$ cat src/rtl/fir_lpf_mac.sv
// Time-multiplexed FIR low-pass filter for the ECG front end.
// One MAC is reused over TAPS cycles; the result is rounded and saturated.
module fir_lpf_mac #(
  parameter int DATA_W = 32,
  parameter int COEF_W = 16,
  parameter int TAPS   = 8,
  parameter int SHIFT  = 15,
  parameter int AW     = $clog2(TAPS)
) (
  input  logic                     clk,
  input  logic                     reset,
  input  logic                     enable,
  input  logic                     in_valid,
  output logic                     in_ready,
  input  logic signed [DATA_W-1:0] out_ecg,
  input  logic                     coef_we,
  input  logic [AW-1:0]            coef_addr,
  input  logic signed [COEF_W-1:0] coef_data,
  output logic                     coef_err,
  output logic signed [DATA_W-1:0] filtered_ecg,
  output logic                     out_valid
);

  localparam int ACC_W = DATA_W + COEF_W + AW;
  localparam int PROD_W = DATA_W + COEF_W;
  localparam logic [AW-1:0] LAST = AW'(TAPS - 1);

  localparam logic signed [COEF_W-1:0] C0 =
    (SHIFT >= COEF_W - 1) ? {1'b0, {(COEF_W-1){1'b1}}}
                          : COEF_W'((1 << SHIFT) - 1);

  localparam logic signed [ACC_W:0] HALF =
    {{ACC_W{1'b0}}, 1'b1} << (SHIFT - 1);
  localparam logic signed [ACC_W:0] MAXV =
    {{(ACC_W+2-DATA_W){1'b0}}, {(DATA_W-1){1'b1}}};
  localparam logic signed [ACC_W:0] MINV =
    {{(ACC_W+2-DATA_W){1'b1}}, {(DATA_W-1){1'b0}}};

  typedef enum logic [1:0] {
    IDLE,
    MAC,
    OUT
  } state_t;

  state_t state, state_d;

  logic signed [DATA_W-1:0] x    [TAPS];
  logic signed [COEF_W-1:0] coef [TAPS];
  logic signed [ACC_W-1:0]  acc;
  logic [AW-1:0]            idx;

  logic                     accept;
  logic                     wr_ok;
  logic signed [PROD_W-1:0] prod;
  logic signed [ACC_W:0]    rnd;
  logic signed [ACC_W:0]    shr;
  logic signed [DATA_W-1:0] sat;

  assign in_ready = reset & enable & (state == IDLE);
  assign accept   = in_valid & in_ready;
  assign wr_ok    = coef_we & enable & (state == IDLE);

  assign prod = coef[idx] * x[idx];
  // one guard bit so the rounding add cannot wrap
  assign rnd  = {acc[ACC_W-1], acc} + HALF;
  assign shr  = rnd >>> SHIFT;

  always_comb begin
    sat = shr[DATA_W-1:0];
    if (shr > MAXV) sat = MAXV[DATA_W-1:0];
    else if (shr < MINV) sat = MINV[DATA_W-1:0];
  end

  always_comb begin
    state_d = state;
    unique case (state)
      IDLE: if (accept) state_d = MAC;
      MAC:  if (enable && idx == LAST) state_d = OUT;
      OUT:  if (enable) state_d = IDLE;
      default: state_d = IDLE;
    endcase
  end

  always_ff @(posedge clk or negedge reset) begin
    if (!reset) begin
      state        <= IDLE;
      acc          <= '0;
      idx          <= '0;
      filtered_ecg <= '0;
      out_valid    <= 1'b0;
      coef_err     <= 1'b0;
      for (int k = 0; k < TAPS; k++) begin
        x[k]    <= '0;
        coef[k] <= (k == 0) ? C0 : '0;
      end
    end else begin
      state     <= state_d;
      out_valid <= enable && (state == OUT);
      coef_err  <= coef_we && !wr_ok;
      if (wr_ok) coef[coef_addr] <= coef_data;
      if (accept) begin
        x[0] <= out_ecg;
        for (int k = 1; k < TAPS; k++) x[k] <= x[k-1];
        acc <= '0;
        idx <= '0;
      end
      if (enable && state == MAC) begin
        acc <= acc + {{AW{prod[PROD_W-1]}}, prod};
        idx <= (idx == LAST) ? '0 : idx + 1'b1;
      end
      if (enable && state == OUT) filtered_ecg <= sat;
    end
  end

endmodule
$ cat config.mk
export PLATFORM = sky130hd
export DESIGN_NAME = fir_lpf_mac
export DESIGN_NICKNAME = d
export VERILOG_FILES = /design/src/rtl/fir_lpf_mac.sv
export SDC_FILE = /design/constraint.sdc
export NUM_CORES = 2
export LEC_CHECK = 0
export BUFFER_PORTS_ARGS = -buffer_cell sky130_fd_sc_hd__buf_4
export CORE_ASPECT_RATIO = 0.6
export CORE_MARGIN = 2
export CORE_UTILIZATION = 45
export CTS_BUF_LIST = sky130_fd_sc_hd__clkbuf_8
export DETAILED_ROUTE_END_ITERATION = 16
export GPL_TIMING_DRIVEN = 1
export PLACE_DENSITY_LB_ADDON = 0.1
export SLEW_MARGIN = 20
export SYNTH_ARGS = -nofsm -noshare
export SYNTH_HDL_FRONTEND = slang
export SYNTH_SLANG_ARGS = --single-unit
$ cat constraint.sdc
create_clock -name clk -period 18.6 [get_ports clk]
set_input_delay 2.79 -clock clk [delete_from_list [all_inputs] [get_ports clk]]
set_output_delay 2.79 -clock clk [all_outputs]
set_load 0.02 [all_outputs]
==> metrics.txt <==
syn_area_per_cell 9.462 µm²; Post-DRT Antenna Nets 0; synth cell count leaders 1,136 x nand2_1, 629 x inv_1, 487 x fa_1; Max FO, Critical Path 50; DRC Markers 0; count leader, synth nand2_1; final hold violation count 0; CTS resizes 0; post-layout min period 11.67 ns; Relative slew margins 0.2286; Synth Instances 4,400; worst hold margin 0.4714 ns; Top Ports 91; layout net count 5,140; Synth-to-Final Area Change 8.541%; Synth Warn # 0; Fmax 85.66 MHz; critical path class register to register; max-cap viol count 0; total grt overflow 0; cell area after synthesis 41,630 µm²; gpl congestion 0.8588; Synth cell types 85; global-route wire length before repair 180,100 µm; DR iter-0 viols 2,347; Post-synth EDFFs 0; H-tree depth 3; CTS Sinks 474; fin util 0.4929; routed via count 30,050; CTS Buf Count 77; period utilization 0.6276; die area 95,040 µm²; Pre-Repair DR Iteration Count 5; CP Capture Type register; Worst-Margin Slew 1.125 ns; final setup violation count 0; reg2reg start idx[1]$_DFFE_PN0P_; Final Non-Filler Cells 5,713; Post-Route WL 110,300 µm; HP Start x[5]$_DFFE_PN0P_; share of cells above drive strength 1 0.1350; CTS Buffer Depth 3; signal arrival time at the worst endpoint 12.24 ns; Critical Path RT 19.16 ns; chip height 239.6 µm; Die X 396.7 µm; number of synthesized register bits 474; post-route setup TNS 0 ns; syn nets 5,112; Seq/Total Area, Yosys 0.2854; Core Area 91,680 µm²; via count of the first global-routing pass 30,930; Worst Hold Class register to register; Post-synth ARST share 1.000; RSZ-0062 raised after global routing false; post-CTS repair timing setup buffer count 0; dpl hpwl 81,280 µm; cell taking the most area after synthesis dfrtp_1; drt via density 5.260; # rows 86; cts hold-fix bufs 0; top-area cell type share of the netlist area 0.2759; Fin Clk Skew 0.04402 ns; cell count after placement 5,580; critical path's largest stage delay 0.96 ns; starting density of the core 0.4541; drt wl/cell 19.31 µm; CTS tree yes; clock root buffer clkbuf_8; gr usage total 0.2443; clock slew at reported path FFs 0.07 ns; largest net degree at the start of global routing 109; most used cell, CP inv_1; main flop type after synthesis dfrtp_1; ranking of synthesized cells by area dfrtp_1 28%, fa_1 23%, nand2_1 10%; I/O Buffers 90; Max Transition Viols Final 0; Filler cells 8,775; slowest CP cell dfrtp_4; crit path from idx[1]$_DFFE_PN0P_; CP startpoint kind register; status completed; antenna violations before repair 3; clock latency on the worst-skew pair 0.75 ns
-- layer usage --
layer | vias up | routed length [µm] | global-route usage
li1 | 13930 | - | -
met1 | 15190 | 55330 | 0.3782
met2 | 787 | 44480 | 0.3418
met3 | 135 | 8724 | 0.06463
met4 | 4 | 1775 | 0.04701
met5 | - | 29 | 0
-- area by class of cell --
class | instances | area (µm²) | share of cell area
clock inverter | 40 | 332.8 | 0.007365
sequential | 474 | 11890 | 0.2632
clock buffer | 91 | 1252 | 0.02772
timing repair buffer | 142 | 1090 | 0.02412
inverter | 629 | 2361 | 0.05225
tap | 1232 | 1541 | 0.03411
multi-input combinational | 3104 | 26720 | 0.5912
antenna | 1 | 2.502 | 0.00005538
-- per-stage QoR --
step / instance area (µm²) / setup WS [ns]
after floorplan: 41630 / 8.808
after global placement: 43560 / 7.211
after detailed placement: 43560 / 7.062
after CTS: 45150 / 6.995
after global routing: 45190 / 6.169
final: 45190 / 6.926
-- placed cells by master, fill, tap and decap left out, types with 48 or more instances in the layout --
cell,n
xnor2_1,78
xor2_1,48
mux2_2,170
nand2_1,1135
ha_1,169
a21oi_1,107
dfrtp_1,456
nor2_1,279
inv_1,649
buf_4,139
o21ai_0,86
mux4_2,96
clkbuf_8,91
fa_1,487
-- cells by family after synthesis --
| group | after synthesis | share of synthesized area |
|---|---|---|
| buffers and inverters | 822 | 0.07568 |
| XOR/XNOR | 126 | 0.02651 |
| AND/OR/NAND/NOR | 1642 | 0.1624 |
| multiplexers | 301 | 0.1063 |
| AO/OA/AOI/OAI | 379 | 0.05873 |
| adder cells (fa/ha/maj) | 656 | 0.2850 |
| flip-flops | 474 | 0.2854 |
-- worst max-delay path, delay by kind of cell, from the launching register on --
family	cells	cell delay, ns
DFF	1	0.96
buffers and inverters	7	1.04
and+or+nand+nor	6	1.13
xor gates and xnor gates	2	0.22
adders and majority gates	8	3.42
muxes	2	1.33
AOI/OAI and AO/OA	14	3.31
-- worst paths after layout --
| path | depth (start not counted) | slack (ns) | to |
|---|---|---|---|
| max in group asynchronous | 3 | 14.48 | acc[38]$_DFFE_PN0P_ |
| min in group asynchronous | 1 | 2.04 | x[214]$_DFFE_PN0P_ |
| setup reg to reg | 39 | 6.93 | acc[49]$_DFFE_PN0P_ |
| setup / recovery | 39 | 6.93 | acc[49]$_DFFE_PN0P_ |
| hold / removal | 2 | 0.47 | x[5]$_DFFE_PN0P_ |
| hold reg to reg | 2 | 0.47 | x[5]$_DFFE_PN0P_ |
-- state kept, by name, indices dropped and copies added (netlist names) --
signal        flops
coef            128
filtered_ecg     32
x               256
coef_err          1
idx               3
acc              51
state             2
out_valid         1
Power is not shown: default switching activity piles up to over one toggle a cycle in this logic, so the estimate is an artifact.
